`config.mk`:
```
export PLATFORM = sky130hd
export DESIGN_NAME = legv8_multicycle_control
export DESIGN_NICKNAME = d
export VERILOG_FILES = /design/src/rtl/legv8_ctrl_pkg.sv /design/src/rtl/legv8_opcode_class.sv /design/src/rtl/legv8_multicycle_control.sv
export SDC_FILE = /design/constraint.sdc
export NUM_CORES = 1
export LEC_CHECK = 0
export CELL_PAD_IN_SITES_DETAIL_PLACEMENT = 1
export CELL_PAD_IN_SITES_GLOBAL_PLACEMENT = 1
export CORE_ASPECT_RATIO = 1.75
export CORE_MARGIN = 1
export CORE_UTILIZATION = 38
export CTS_BUF_LIST = sky130_fd_sc_hd__clkbuf_4 sky130_fd_sc_hd__clkbuf_8
export CTS_CLUSTER_SIZE = 10
export DETAILED_ROUTE_END_ITERATION = 10
export PLACE_DENSITY = 0.93
export SYNTH_ARGS = -nofsm -noshare
export SYNTH_HDL_FRONTEND = slang
export SYNTH_SLANG_ARGS = --single-unit
```
`constraint.sdc`:
```
create_clock -name clk -period 3.2 [get_ports clk]
set_clock_uncertainty 0.2 [all_clocks]
set_input_delay 0.64 -clock clk [delete_from_list [all_inputs] [get_ports clk]]
set_output_delay 0.64 -clock clk [all_outputs]
set_load 0.02 [all_outputs]
```
`src/rtl/legv8_ctrl_pkg.sv`:
```
// Shared types and constants for the multicycle LEGv8 control path:
// opcodes, FSM states, ALU/mux encodings and the per-state control word.
package legv8_ctrl_pkg;

  localparam logic [10:0] OP_ADD  = 11'b10001011000;
  localparam logic [10:0] OP_SUB  = 11'b11001011000;
  localparam logic [10:0] OP_AND  = 11'b10001010000;
  localparam logic [10:0] OP_ORR  = 11'b10101010000;
  localparam logic [10:0] OP_LDUR = 11'b11111000010;
  localparam logic [10:0] OP_STUR = 11'b11111000000;

  localparam logic [10:0] CBZ_MASK  = 11'b11111111000;
  localparam logic [10:0] CBZ_MATCH = 11'b10110100000;
  localparam logic [10:0] B_MASK    = 11'b11111100000;
  localparam logic [10:0] B_MATCH   = 11'b00010100000;

  typedef enum logic [3:0] {
    IDLE, FETCH, DECODE, EXEC_R, WB_R, MEM_ADDR,
    MEM_RD, MEM_WR, WB_LD, BR_CBZ, BR_B
  } state_t;

  typedef enum logic [1:0] {
    ALU_ADD    = 2'b00,
    ALU_PASS_B = 2'b01,
    ALU_RTYPE  = 2'b10
  } alu_op_t;

  typedef enum logic [1:0] {
    SRCB_REG  = 2'b00,
    SRCB_FOUR = 2'b01,
    SRCB_IMM  = 2'b10,
    SRCB_BR   = 2'b11
  } src_b_t;

  typedef enum logic [2:0] {
    CLS_R, CLS_LD, CLS_ST, CLS_CBZ, CLS_B, CLS_ILL
  } op_class_t;

  typedef struct packed {
    logic    mem_req;
    logic    mem_read;
    logic    mem_write;
    logic    i_or_d;
    logic    ir_write;
    logic    pc_write;
    logic    pc_write_cond;
    logic    pc_source;
    logic    alu_src_a;
    src_b_t  alu_src_b;
    alu_op_t alu_op;
    logic    reg_write;
    logic    mem_to_reg;
  } ctrl_t;

  // Moore control word for a state; ir_write/pc_write in FETCH are later
  // qualified by mem_ready at the top level.
  function automatic ctrl_t decode_state(state_t s);
    ctrl_t c;
    c = '0;
    case (s)
      FETCH: begin
        c.mem_req   = 1'b1;
        c.mem_read  = 1'b1;
        c.ir_write  = 1'b1;
        c.pc_write  = 1'b1;
        c.alu_src_b = SRCB_FOUR;
      end
      DECODE:   c.alu_src_b = SRCB_BR;
      EXEC_R: begin
        c.alu_src_a = 1'b1;
        c.alu_op    = ALU_RTYPE;
      end
      WB_R:     c.reg_write = 1'b1;
      MEM_ADDR: begin
        c.alu_src_a = 1'b1;
        c.alu_src_b = SRCB_IMM;
      end
      MEM_RD: begin
        c.mem_req  = 1'b1;
        c.mem_read = 1'b1;
        c.i_or_d   = 1'b1;
      end
      MEM_WR: begin
        c.mem_req   = 1'b1;
        c.mem_write = 1'b1;
        c.i_or_d    = 1'b1;
      end
      WB_LD: begin
        c.reg_write  = 1'b1;
        c.mem_to_reg = 1'b1;
      end
      BR_CBZ: begin
        c.alu_src_a     = 1'b1;
        c.alu_op        = ALU_PASS_B;
        c.pc_write_cond = 1'b1;
        c.pc_source     = 1'b1;
      end
      BR_B: begin
        c.pc_write  = 1'b1;
        c.pc_source = 1'b1;
      end
      default: c = '0;
    endcase
    return c;
  endfunction

endpackage

```
`src/rtl/legv8_opcode_class.sv`:
```
// Combinational opcode classifier; also yields reg2loc (read Rt on port 2).
module legv8_opcode_class
  import legv8_ctrl_pkg::*;
(
  input  logic [10:0] opcode,
  output op_class_t   op_class,
  output logic        reg2loc
);

  always_comb begin
    op_class = CLS_ILL;
    if ((opcode & CBZ_MASK) == CBZ_MATCH) begin
      op_class = CLS_CBZ;
    end else if ((opcode & B_MASK) == B_MATCH) begin
      op_class = CLS_B;
    end else begin
      case (opcode)
        OP_ADD, OP_SUB, OP_AND, OP_ORR: op_class = CLS_R;
        OP_LDUR: op_class = CLS_LD;
        OP_STUR: op_class = CLS_ST;
        default: op_class = CLS_ILL;
      endcase
    end
  end

  assign reg2loc = (op_class == CLS_ST) || (op_class == CLS_CBZ);

endmodule

```
`src/rtl/legv8_multicycle_control.sv`:
```
// Main control FSM of the multicycle LEGv8 core: sequences fetch/decode/
// execute/memory/write-back with a variable-latency memory and timeout.
module legv8_multicycle_control #(
  parameter int unsigned TIMEOUT_CYCLES = 255,
  parameter int unsigned TO_W           = 8
) (
  input  logic        clk,
  input  logic        rst_n,
  input  logic [10:0] opcode,
  input  logic        zero,
  input  logic        mem_ready,
  output logic        mem_req,
  output logic        mem_read,
  output logic        mem_write,
  output logic        i_or_d,
  output logic        ir_write,
  output logic        pc_write,
  output logic        pc_write_cond,
  output logic        pc_source,
  output logic        alu_src_a,
  output logic [1:0]  alu_src_b,
  output logic [1:0]  alu_op,
  output logic        reg2loc,
  output logic        reg_write,
  output logic        mem_to_reg,
  output logic        illegal_op,
  output logic        mem_fault
);
  import legv8_ctrl_pkg::*;

  localparam bit TO_EN = (TIMEOUT_CYCLES != 0);
  localparam logic [TO_W-1:0] TO_LAST =
    TO_EN ? TO_W'(TIMEOUT_CYCLES - 1) : '0;

  state_t          state;
  state_t          nxt;
  ctrl_t           ctrl;
  op_class_t       op_class;
  logic [TO_W-1:0] wait_cnt;
  logic            in_wait;
  logic            timeout;
  logic            zero_unused;

  legv8_opcode_class u_class (
    .opcode   (opcode),
    .op_class (op_class),
    .reg2loc  (reg2loc)
  );

  // The zero flag is consumed by the PC write-enable logic, not the FSM.
  assign zero_unused = zero;

  assign in_wait = (state == FETCH) || (state == MEM_RD) || (state == MEM_WR);
  // wait_cnt counts earlier idle cycles, so the fault fires on the
  // TIMEOUT_CYCLES-th consecutive cycle without mem_ready.
  assign timeout = TO_EN && in_wait && !mem_ready && (wait_cnt == TO_LAST);

  always_comb begin
    nxt = state;
    case (state)
      IDLE:   nxt = FETCH;
      FETCH:  nxt = mem_ready ? DECODE : FETCH;
      DECODE: begin
        case (op_class)
          CLS_R:         nxt = EXEC_R;
          CLS_LD, CLS_ST: nxt = MEM_ADDR;
          CLS_CBZ:       nxt = BR_CBZ;
          CLS_B:         nxt = BR_B;
          default:       nxt = FETCH;
        endcase
      end
      EXEC_R:   nxt = WB_R;
      MEM_ADDR: nxt = (op_class == CLS_LD) ? MEM_RD : MEM_WR;
      MEM_RD:   nxt = mem_ready ? WB_LD : (timeout ? FETCH : MEM_RD);
      MEM_WR:   nxt = (mem_ready || timeout) ? FETCH : MEM_WR;
      default:  nxt = FETCH;
    endcase
  end

  always_ff @(posedge clk) begin
    if (!rst_n) begin
      state    <= IDLE;
      ctrl     <= '0;
      wait_cnt <= '0;
    end else begin
      state <= nxt;
      ctrl  <= decode_state(nxt);
      // A timed-out fetch re-enters FETCH without a state change, so the
      // timeout itself must also restart the counter.
      if (timeout || (nxt != state)) begin
        wait_cnt <= '0;
      end else if (in_wait && !mem_ready) begin
        wait_cnt <= wait_cnt + 1'b1;
      end
    end
  end

  assign mem_req       = ctrl.mem_req;
  assign mem_read      = ctrl.mem_read;
  assign mem_write     = ctrl.mem_write;
  assign i_or_d        = ctrl.i_or_d;
  assign ir_write      = ctrl.ir_write & mem_ready;
  // Only the fetch PC update waits for memory; BR_B has no request.
  assign pc_write      = ctrl.pc_write & (mem_ready | ~ctrl.mem_req);
  assign pc_write_cond = ctrl.pc_write_cond;
  assign pc_source     = ctrl.pc_source;
  assign alu_src_a     = ctrl.alu_src_a;
  assign alu_src_b     = ctrl.alu_src_b;
  assign alu_op        = ctrl.alu_op;
  assign reg_write     = ctrl.reg_write;
  assign mem_to_reg    = ctrl.mem_to_reg;
  assign illegal_op    = (state == DECODE) && (op_class == CLS_ILL);
  assign mem_fault     = timeout;

endmodule

```
==> flow_summary.ini <==
[status]
status = completed

[grt]
grt_max_degree = 16
first_global_vias = 1553
grt.total_usage_pct = 23.8
grt_pass1_wl_um = 6920
antenna_found_initial = 0
grt_overflow = 0

[timing]
rsz0062_at_grt = no
tns_ps = 0
period_minus_slack_ps = 3160
slew_violations = 0
finalHoldViolations = 0
tightest_slew_ps = 602
max_freq_ghz = 0.317
max-slew-margin-rel_pct = 58.8
setup_violations = 0
fin_crit_sh_pct = 98.6

[yosys]
synthAdderAreaFrac_pct = 1.76
syn-instance-count = 166
async_flop_share_pct = 0
ys.warnings.count = 0
syn_area_um2 = 1420
synth_top_area_share_pct = 36.7
netlist_top_cells_area = dfxtp_1, nor2_1, xor2_1, nand2_1, and3_1
ys_ff_latch = 26
ys_seq_area_share_pct = 36.7
synth_top_area_cell = dfxtp_1
syn_area_per_cell_um2 = 8.55
synthSimpleGateAreaFrac_pct = 32.5
synth_compound_area_share_pct = 17.0
synth-edff-count = 0
synth_top_family_by_area = simple AND/OR/NAND/NOR gates
synth_flop_cell = dfxtp_1
muxShareOfSynthArea_pct = 0.705
synthXorXnorAreaFrac_pct = 5.56
syn_nets = 183
synth_cell_type_count = 52

[route]
num_vias = 1445
antenna_left = 0
dr.pass1.iters = 4
detail_route.wl_per_cell_um = 15.9
vias_per_cell = 5.52
drcViolationCount = 0
wirelength_um = 4160
first_iter_violations = 24

[pwr]
irDropWorstVdd_mv = 0.309
leakage_nw = 0.844
power_density_nw_per_um2 = 379

[finish]
reg_top3 = wait_cnt: 8 flops, state: 4 flops
finalNonFillerCells = 262
regMostFlops = wait_cnt
synthToLayoutAreaGrowth_pct = 42.2
fin_area_um2 = 2020
final_common_cell = clkdlybuf4s50_1
final_cell_mix = clkdlybuf4s50_1, dfxtp_1, buf_4
drive_above_1_share_pct = 19.4
fin_nets = 234
largest_reg_flops = 8
fillers = 417
antenna_cells = 0

[floorplan]
die_h_um = 82.8
dieArea_um2 = 3990
core_um2 = 3590
ios = 33
num_rows = 29
die_x_um = 48.2
start_util_pct = 39.5

[flow_run]
maxCapViolCount = 0

[cts]
htree_levels = 1
clkTransAtPathRegs_ps = 90
root_buffer = clkbuf_8
cts_tree = yes
cts_buffer_depth = 2
clock-sinks = 26
numCtsBuffers = 3
clock_latency_ps = 270

[hold_path]
hold_class = reg -> reg

[worst_setup_path]
crit_type = in -> out
worstPathArrival_ps = 2320
critPathMaxFanout = 3
worstSetupStartpointType = input port
crit_path_end_kind = output pin
crit_required_ps = 2360

[place]
dpl-instance-area_um2 = 1900
dp_hpwl_um = 3240
gp_congestion = 0.791
placed_cells = 257
port_buffers = 31
==> Yosys cell counts, types with 2 or more instances <==
| cell type | number |
|---|---|
| and3_1 | 6 |
| nor2b_1 | 6 |
| xnor2_1 | 3 |
| o21ai_0 | 5 |
| nor2_1 | 21 |
| nor3b_1 | 3 |
| ha_1 | 2 |
| buf_4 | 5 |
| nand4_1 | 4 |
| buf_2 | 2 |
| inv_1 | 7 |
| dfxtp_1 | 26 |
| nand3_1 | 4 |
| and4_1 | 2 |
| a41oi_1 | 2 |
| nand2_1 | 12 |
| and2_1 | 5 |
| a21oi_2 | 2 |
| a21oi_1 | 7 |
| nor3_1 | 3 |
| o21a_1 | 3 |
| xor2_1 | 6 |
==> critical path, cell delays in order <==
cell and delay, ps:
clkdlybuf4s50_1 490, nor3b_4 200, buf_4 150, and3_1 160, nor4_1 300, dlygate4sd2_1 370
==> path summary, 6_finish.rpt <==
check        slack [ps]                  endpoint  cells after the start                startpoint
max                  40                illegal_op                      6                 opcode[5]
min                 330  wait_cnt[6]$_SDFFE_PP0P_                      2  wait_cnt[6]$_SDFFE_PP0P_
max reg2reg         800  wait_cnt[1]$_SDFFE_PP0P_                      9  wait_cnt[0]$_SDFFE_PP0P_
min reg2reg         330  wait_cnt[6]$_SDFFE_PP0P_                      2  wait_cnt[6]$_SDFFE_PP0P_
==> layer usage <==
metal | share of wire, % | global-route usage, %
met3 | 2.1 | 3.70
met2 | 60 | 41.2
met4 | 4.8 | 15.9
met1 | 33 | 23.0
met5 | 0 | 0
==> final cells by class <==
type | instances | area, µm² | area share, %
Clock buffer | 3 | 41.3 | 2.05
Clock inverter | 1 | 30.0 | 1.49
Inverter | 7 | 26.3 | 1.30
Multi-Input combinational cell | 124 | 847 | 42.0
Sequential cell | 26 | 520 | 25.8
Tap cell | 46 | 57.6 | 2.85
Timing Repair Buffer | 55 | 494 | 24.5
==> timing repair <==
item,4_1_cts,5_1_grt
endpoints found under the setup margin,2,2
hold buffers,0,0
setup buffers,0,1
gates resized for setup,4,4
==> through the flow <==
step	worst slack [ps]	hold WS (ps)	utilization, %	power [mW]
floorplan	522	279	-	0.423
global placement	-58.5	296	53.0	0.485
detailed placement	-147	313	53.0	0.492
CTS	-62.6	339	55.4	0.767
global route	7.29	375	56.1	0.797
finish	43.9	332	56.1	0.764
==> cells by family (layout without fill, tap and decap cells) <==
family	Yosys count	count (layout)
AO/OA/AOI/OAI	32	32
XOR/XNOR	9	9
adder cells (fa/ha/maj)	2	2
AND/OR/NAND/NOR	80	80
buffers and inverters	16	66
flip-flops	26	26
multiplexers	1	1
==> power by group <==
group,switching (mW),internal (mW)
Clock,0.106,0.168
Sequential,0.00491,0.336
Combinational,0.0767,0.0729
Total,0.188,0.576
Note: power is estimated with default switching activity, not from simulation.
